==> src/rtl/dense_pkg.sv <==
// Shared definitions for the dense-layer buffers: FSM state encodings and
// the signed saturation helper used when narrowing accumulator words.
package dense_pkg;

  localparam logic [1:0] ST_IDLE = 2'd0;
  localparam logic [1:0] ST_LOAD = 2'd1;
  localparam logic [1:0] ST_SEND = 2'd2;

  typedef enum logic [1:0] {
    IDLE = ST_IDLE,
    LOAD = ST_LOAD,
    SEND = ST_SEND
  } state_t;

  // Clamp a sign-extended value into the signed range of a width-bit word.
  // The caller keeps the low width bits of the result.
  function automatic logic signed [63:0] sat_signed(input logic signed [63:0] val,
                                                    input int unsigned width);
    logic signed [63:0] hi;
    logic signed [63:0] lo;
    hi = (64'sd1 <<< (width - 1)) - 64'sd1;
    lo = -(64'sd1 <<< (width - 1));
    if (val > hi) return hi;
    else if (val < lo) return lo;
    else return val;
  endfunction

endpackage

==> src/rtl/axis_out_buffer_loop_counter.sv <==
// LoopCounter: modulo-N index counter; co flags the terminal count N-1.
module LoopCounter #(
  parameter int N = 10
) (
  input  logic                 clk,
  input  logic                 rst,
  input  logic                 i_clr,
  input  logic                 i_en,
  output logic [$clog2(N)-1:0] o_cnt,
  output logic                 co
);

  localparam int W = $clog2(N);
  localparam logic [W-1:0] LAST = W'(N - 1);

  logic [W-1:0] r_cnt;

  always_ff @(posedge clk) begin
    if (!rst) begin
      r_cnt <= '0;
    end else if (i_clr) begin
      r_cnt <= '0;
    end else if (i_en) begin
      r_cnt <= co ? '0 : r_cnt + 1'b1;
    end
  end

  assign o_cnt = r_cnt;
  assign co    = (r_cnt == LAST);

endmodule

==> src/rtl/axis_out_buffer.sv <==
// Dense-layer output buffer: random-access word writes, then one AXI-Stream
// packet in address order. Define AXIS_OUT_BUFFER_SAT_EN to saturate on write.
module axis_out_buffer
  import dense_pkg::*;
#(
  parameter int DEPTH     = 10,
  parameter int IN_SIZE   = 32,
  parameter int DATA_SIZE = 16
) (
  input  logic                       clk,
  input  logic                       rst,
  input  logic                       wrEn,
  input  logic [$clog2(DEPTH)-1:0]   wrAdr,
  input  logic signed [IN_SIZE-1:0]  wrData,
  input  logic                       start,
  output logic                       busy,
  output logic                       done,
  output logic [DATA_SIZE-1:0]       m_axis_tdata,
  output logic                       m_axis_tvalid,
  input  logic                       m_axis_tready,
  output logic                       m_axis_tlast
);

  localparam int AW = $clog2(DEPTH);

  // Handshake: a beat transfers on a rising edge where tvalid && tready.
  // tvalid is a pure decode of the registered state, so it never follows
  // tready combinationally; tdata/tlast only move on a completed beat.

  state_t               r_state;
  logic [DATA_SIZE-1:0] r_mem [DEPTH];
  logic [DATA_SIZE-1:0] r_tdata;
  logic                 r_done;

  logic [AW-1:0]        w_idx;
  logic                 w_co;
  logic                 w_hs;
  logic                 w_wr;
  logic [DATA_SIZE-1:0] w_conv;

`ifdef AXIS_OUT_BUFFER_SAT_EN
  logic signed [63:0] w_wide;
  logic signed [63:0] w_sat;
  logic               w_unused_sat_hi;
  assign w_wide          = 64'(wrData);
  assign w_sat           = sat_signed(w_wide, DATA_SIZE);
  assign w_conv          = w_sat[DATA_SIZE-1:0];
  assign w_unused_sat_hi = ^w_sat;
`else
  logic w_unused_data;
  assign w_conv        = wrData[DATA_SIZE-1:0];
  assign w_unused_data = ^wrData;
`endif

  assign w_hs = (r_state == SEND) && m_axis_tready;
  assign w_wr = (r_state == IDLE) && wrEn && (32'(wrAdr) < DEPTH);

  LoopCounter #(.N(DEPTH)) u_idx (
    .clk   (clk),
    .rst   (rst),
    .i_clr (r_state == LOAD),
    .i_en  (w_hs),
    .o_cnt (w_idx),
    .co    (w_co)
  );

  // Storage has no reset: contents survive reset and carry across packets.
  always_ff @(posedge clk) begin
    if (w_wr) r_mem[wrAdr] <= w_conv;
  end

  always_ff @(posedge clk) begin
    if (!rst) begin
      r_state <= IDLE;
      r_tdata <= '0;
      r_done  <= 1'b0;
    end else begin
      r_done <= 1'b0;
      case (r_state)
        IDLE: if (start) r_state <= LOAD;
        LOAD: begin
          r_tdata <= r_mem[0];
          r_state <= SEND;
        end
        SEND: begin
          if (m_axis_tready) begin
            if (w_co) begin
              r_state <= IDLE;
              r_done  <= 1'b1;
            end else begin
              // Prefetch the next word on the handshake so beats run back to back.
              r_tdata <= r_mem[w_idx + 1'b1];
            end
          end
        end
        default: r_state <= IDLE;
      endcase
    end
  end

  assign busy          = (r_state != IDLE);
  assign done          = r_done;
  assign m_axis_tdata  = r_tdata;
  assign m_axis_tvalid = (r_state == SEND);
  assign m_axis_tlast  = (r_state == SEND) && w_co;

endmodule
==> config.mk <==
export PLATFORM = sky130hd
export DESIGN_NAME = axis_out_buffer
export DESIGN_NICKNAME = d
export VERILOG_FILES = /design/src/rtl/dense_pkg.sv /design/src/rtl/axis_out_buffer_loop_counter.sv /design/src/rtl/axis_out_buffer.sv
export SDC_FILE = /design/constraint.sdc
export NUM_CORES = 1
export LEC_CHECK = 0
export BUFFER_PORTS_ARGS = -buffer_cell sky130_fd_sc_hd__clkbuf_2
export CAP_MARGIN = 20
export CORE_AREA = 2 2 160 123
export CTS_CLUSTER_DIAMETER = 120
export CTS_CLUSTER_SIZE = 25
export DETAILED_ROUTE_END_ITERATION = 16
export DIE_AREA = 0 0 162 125
export HOLD_SLACK_MARGIN = 0.1
export SLEW_MARGIN = 40
export SYNTH_ARGS = -nofsm -noshare
export SYNTH_HDL_FRONTEND = slang
export SYNTH_HIERARCHICAL = 1
export SYNTH_SLANG_ARGS = --single-unit
==> constraint.sdc <==
create_clock -name clk -period 5.9 [get_ports clk]
set_input_delay 0.59 -clock clk [delete_from_list [all_inputs] [get_ports clk]]
set_output_delay 0.59 -clock clk [all_outputs]
set_load 0.1 [all_outputs]
==> impl_metrics.tcl, run 1 <==
set metrics [dict create \
    status "complete, no violations" \
    place.gp.congestion 0.726 \
    synth_cell_types 45 \
    insertedDiodeCount 0 \
    grt_max_degree 38 \
    num_rows 44 \
    die_area_um2 20300 \
    syn_nets 469 \
    final_common_cell "edfxtp_1" \
    ys_seq_area_share_pct 71.4 \
    place_ws_ps 2560 \
    pin_count 61 \
    worst-path-max-fanout 32 \
    period_share_pct 55.2 \
    post-cts-setup-buffers 0 \
    fp.dieH_um 125 \
    min_path_type "input pin to flop" \
    mostFrequentLayoutCells "edfxtp_1, nand2_1, clkbuf_2, mux4_2, dfxtp_1" \
    vdd_drop_max_mv 0.185 \
    initial_core_util_pct 39.2 \
    p_clk_share_pct 39.9 \
    power.internal_mw 2.13 \
    ff2ff_setup_slack_ps 2650 \
    wire_per_inst_um 22.0 \
    wirelength_um 16500 \
    end_kind "flop" \
    numCtsBuffers 17 \
    core_um2 18800 \
    slew_headroom_pct 47.2 \
    hold_buffers 0 \
    route.detailed.drc 0 \
    cp.arrival_ps 3570 \
    swShare_pct 24.6 \
    hold_end "r_state[0]$_SDFFE_PN0P_" \
    setup_tns_ps 0 \
    die_x_um 162 \
    total_power_mw 2.82 \
    hold_viol 0 \
    max_freq_ghz 0.307 \
    antenna_found_initial 0 \
    ys.flop_type "edfxtp_1" \
    fin_ws_ps 2650 \
    ys_seq_elements 183 \
    final_layout_size_suffix_gt1_share_pct 31.7 \
    seq_power_share_pct 51.2 \
    netlist_area_um2 7370 \
    rsz0062_at_grt "no" \
    top_layer "met4" \
    synth_edf_count 160 \
    ant_nets 0 \
    powerDensity_nw_per_um2 329 \
    syn-instance-count 427 \
    clkSinkCount 183 \
    setup_viol 0 \
    worstReg2RegEnd "m_axis_tdata[5]$_SDFFE_PN0P_" \
    min_from "start" \
    maxCapViolCount 0 \
    cts_tree "yes" \
    required_ps 6210 \
    cp-start-kind "flop" \
    switchingPower_mw 0.694 \
    synthArstFlopShare_pct 0 \
    p_leak_nw 2.86 \
    cts_resized 0 \
    fin_crit_ps 3250 \
    nNetsFinal 524 \
    viasPerCell 5.43 \
    vias 4059 \
    dp_hpwl_um 9090 \
    combPwrFrac_pct 8.9 \
    h-tree-depth 4 \
    met1_length_um 7240 \
    holdPathStages 2 \
    grt_overflow_total 0 \
    grt_pass1_wl_um 25300 \
    cts_root_buf "clkbuf_16" \
    path_clk_slew_ps 70 \
    synth.avg_cell_area_um2 17.3 \
    io_buffers 44 \
    clock_path_buffers 2 \
    tightest_slew_ps 792 \
    wl_met2_um 8110 \
    drt_iter0_drc 276 \
    grt_pass1_vias 4190 \
    gr-usage-all-layers_pct 17.3 \
    finClkSkew_ps 9.03 \
    firstDrtPassIters 5 \
    reg2reg_depth 6 \
    wl_met3_um 951 \
    r2r_start "u_idx/o_cnt[0]$_SDFFE_PP0P_" \
    clock_latency_ps 430 \
    synth_warnings 6 \
    slew_violations 0 \
    area_growth_pct 16.5 \
    critPathKind "flop to flop" \
]
cells by family (layout without fill, tap and decap cells):
| group | after synthesis | after routing | share of synthesized area (%) |
|---|---|---|---|
| buf+inv | 26 | 94 | 1.83 |
| mux | 48 | 48 | 11.9 |
| xor+xnor | 2 | 2 | 0.238 |
| simple gates | 109 | 109 | 7.55 |
| flops | 183 | 183 | 71.4 |
| fa+ha+maj | 1 | 1 | 0.170 |
| compound gates | 58 | 58 | 6.87 |
final cells by class:
cell class | count | area (um^2)
Clock inverter | 14 | 149
Fill cell | 1668 | 10200
Multi-Input combinational cell | 218 | 2060
Timing Repair Buffer | 60 | 355
Tap cell | 253 | 317
Inverter | 2 | 7.51
Sequential cell | 183 | 5270
Clock buffer | 18 | 439
stage by stage:
stage	std cells	cell area (um^2)	hold WS [ps]	utilization, %
after detailed placement	716	8010	471	42.5
after CTS	748	8590	382	45.6
final	748	8590	398	45.6
after global placement	714	7960	456	42.3
after floorplan	427	7370	508	-
after global routing	748	8590	387	45.6
worst max path at each step:
stage	from	to	slack, ps	cells past startpoint
2_1_floorplan	wrAdr[0]	r_mem[2][0]$_DFFE_PP_	3200	1
3_3_place_gp	u_idx/o_cnt[0]$_SDFFE_PP0P_	m_axis_tdata[5]$_SDFFE_PN0P_	2600	6
3_5_place_dp	u_idx/o_cnt[0]$_SDFFE_PP0P_	m_axis_tdata[5]$_SDFFE_PN0P_	2560	6
4_1_cts	u_idx/o_cnt[0]$_SDFFE_PP0P_	m_axis_tdata[5]$_SDFFE_PN0P_	2540	6
5_1_grt	u_idx/o_cnt[0]$_SDFFE_PP0P_	m_axis_tdata[5]$_SDFFE_PN0P_	2370	6
6_report	u_idx/o_cnt[0]$_SDFFE_PP0P_	m_axis_tdata[5]$_SDFFE_PN0P_	2650	6
power groups by stage:
stage / logic, mW / clock network, mW / registers, mW
after floorplan: 0.0963 / 0 / 1.56
after global placement: 0.246 / 0 / 1.47
after detailed placement: 0.253 / 0 / 1.47
after CTS: 0.254 / 1.15 / 1.45
after global routing: 0.266 / 1.20 / 1.45
final: 0.251 / 1.13 / 1.45
cell usage after synthesis, types with 2 or more instances:
library cell / n / area [um^2]
buf_2: 9 / 45.0
o21ai_0: 2 / 10.0
and3_1: 2 / 12.5
or3_1: 2 / 12.5
a22oi_1: 16 / 120
mux4_2: 32 / 721
clkbuf_1: 10 / 37.5
a21o_1: 16 / 120
nor2_1: 8 / 30.0
nand2_1: 53 / 199
mux2i_1: 16 / 160
and2_1: 2 / 12.5
nand3_1: 2 / 10.0
nand4_1: 18 / 113
inv_1: 2 / 7.51
o211ai_2: 10 / 125
a21oi_1: 2 / 10.0
nor2b_1: 5 / 31.3
edfxtp_1: 160 / 4800
nor3_1: 4 / 20.0
o211ai_1: 6 / 45.0
buf_6: 3 / 33.8
nand2b_1: 3 / 18.8
dfxtp_1: 23 / 460
sequential cells by signal (all words and copies together), names as in the netlist:
| register | flops |
|---|---|
| r_mem | 160 |
| m_axis_tdata | 16 |
| u_idx/o_cnt | 4 |
| r_state | 2 |
| done | 1 |
critical path: stages, from the launching register on:
cell,delay (ps)
dfxtp_4,660
buf_4,610
ha_1,510
buf_4,460
mux4_2,560
a22oi_1,240
o211ai_2,90
routing by layer:
layer	vias to the layer above	global-route usage [%]
met5	-	0
met4	0	4.69
met3	16	3.95
met2	117	28.4
met1	2107	23.4
li1	1819	-
No activity file was read; power rests on OpenSTA's default activity.
==> inputs of run 2 (changes only) <==
==> constraint.sdc (replaced) <==
create_clock -name clk -period 3.1 [get_ports clk]
set_input_delay 0.31 -clock clk [delete_from_list [all_inputs] [get_ports clk]]
set_output_delay 0.31 -clock clk [all_outputs]
set_load 0.1 [all_outputs]
==> impl_metrics.tcl, run 2 (same netlist as run 1, synthesis figures left out) <==
set metrics [dict create \
    io_buffers 44 \
    grt_overflow_total 0 \
    vias 4051 \
    cts_tree "yes" \
    max_freq_ghz 0.418 \
    area_growth_pct 16.1 \
    tightest_slew_ps 631 \
    cp-start-kind "flop" \
    die_x_um 162 \
    numCtsBuffers 17 \
    final_layout_size_suffix_gt1_share_pct 30.7 \
    grt_pass1_wl_um 25300 \
    min_path_type "input pin to flop" \
    cts_root_buf "clkbuf_16" \
    worst-path-max-fanout 28 \
    grt_pass1_vias 4200 \
    required_ps 2790 \
    min_from "wrData[5]" \
    cp-startpoint "u_idx/o_cnt[0]$_SDFFE_PP0P_" \
    maxCapViolCount 0 \
    wire_per_inst_um 21.8 \
    total_power_mw 5.21 \
    route.detailed.drc 0 \
    path_clk_slew_ps 60 \
    clock_path_buffers 2 \
    wirelength_um 16400 \
    period_share_pct 77.2 \
    insertedDiodeCount 0 \
    num_rows 44 \
    final_common_cell "edfxtp_1" \
    vdd_drop_max_mv 0.294 \
    status "complete, no violations" \
    mostFrequentLayoutCells "edfxtp_1, nand2_1, clkbuf_2, mux4_2, dfxtp_1" \
    pin_count 61 \
    fin_cells 754 \
    clkSinkCount 183 \
    setup_viol 0 \
    r2r_start "u_idx/o_cnt[0]$_SDFFE_PP0P_" \
    firstDrtPassIters 4 \
    place.gp.congestion 0.751 \
    slew_violations 0 \
    cts_resized 0 \
    finClkSkew_ps 6.50 \
    setup_tns_ps 0 \
    clock_latency_ps 420 \
    dp_hpwl_um 9590 \
    hold_buffers 0 \
    critPathKind "flop to primary output" \
    slew_headroom_pct 57.7 \
    core_um2 18800 \
    fin_crit_ps 2390 \
    nNetsFinal 530 \
    viasPerCell 5.37 \
    gr-usage-all-layers_pct 17.2 \
    ant_nets 0 \
    powerDensity_nw_per_um2 609 \
    top_register "r_mem" \
    die_area_um2 20300 \
    antenna_found_initial 0 \
    rsz0062_at_grt "no" \
    fp.dieH_um 125 \
    h-tree-depth 4 \
    end_kind "primary output" \
    cp.arrival_ps 2080 \
    grt_max_degree 37 \
    p_leak_nw 2.86 \
    largest_register_ffs 160 \
    hold_viol 0 \
    post-cts-setup-buffers 0 \
    place_inst 721 \
    drt_iter0_drc 361 \
    initial_core_util_pct 39.2 \
]
## run 2: cell count changes in the layout (fill, tap and decap cells not counted), sizes merged
cell / previous run / this run
clkinvlp: 4 / 3
inv: 4 / 2
dlygate4sd3: 0 / 1
bufinv: 2 / 1
clkbuf: 61 / 69
buf: 17 / 21
clkinv: 6 / 3
## run 2: metrics by stage
| stage | hold slack (ps) | instance area (um^2) | utilization [%] | worst slack [ps] |
|---|---|---|---|---|
| CTS | 101 | 8550 | 45.4 | 666 |
| floorplan | 409 | 7370 | - | 420 |
| global placement | 459 | 8010 | 42.6 | 740 |
| finish | 197 | 8560 | 45.5 | 706 |
| detailed placement | 469 | 8010 | 42.6 | 697 |
| global route | 198 | 8560 | 45.5 | 562 |
## run 2: worst paths after layout
path              slack, ps  cells past startpoint                             to
setup / recovery        710                      3                   m_axis_tlast
hold reg to reg         480                      2  m_axis_tdata[12]$_SDFFE_PN0P_
hold / removal          200                      1          r_mem[2][5]$_DFFE_PP_
setup reg to reg        740                      5   m_axis_tdata[9]$_SDFFE_PN0P_
## run 2: where the power goes
part	internal [mW]	switching [mW]
logic	0.122	0.358
registers	2.72	0.0294
clock network	1.13	0.852
## run 2: critical path, cell delays in order, from the launching register on
cell and delay, ps:
dfxtp_4 680, and3b_2 350, and2_1 170, clkbuf_2 460
## run 2: layer usage
layer | vias up | GRT usage [%] | share of wire, %
li1 | 1830 | - | -
met1 | 2057 | 25.1 | 43
met2 | 152 | 26.3 | 46
met3 | 12 | 4.05 | 9.9
met4 | 0 | 4.63 | 0.87
met5 | - | 0 | 0
## run 2: layout make-up
type,count,area (um^2)
clock buffer,25,465
multi-input combinational,218,2030
tap,253,317
clock inverter,7,75.1
timing repair buffer,66,400
inverter,2,7.51
fill,1670,10300
sequential,183,5270
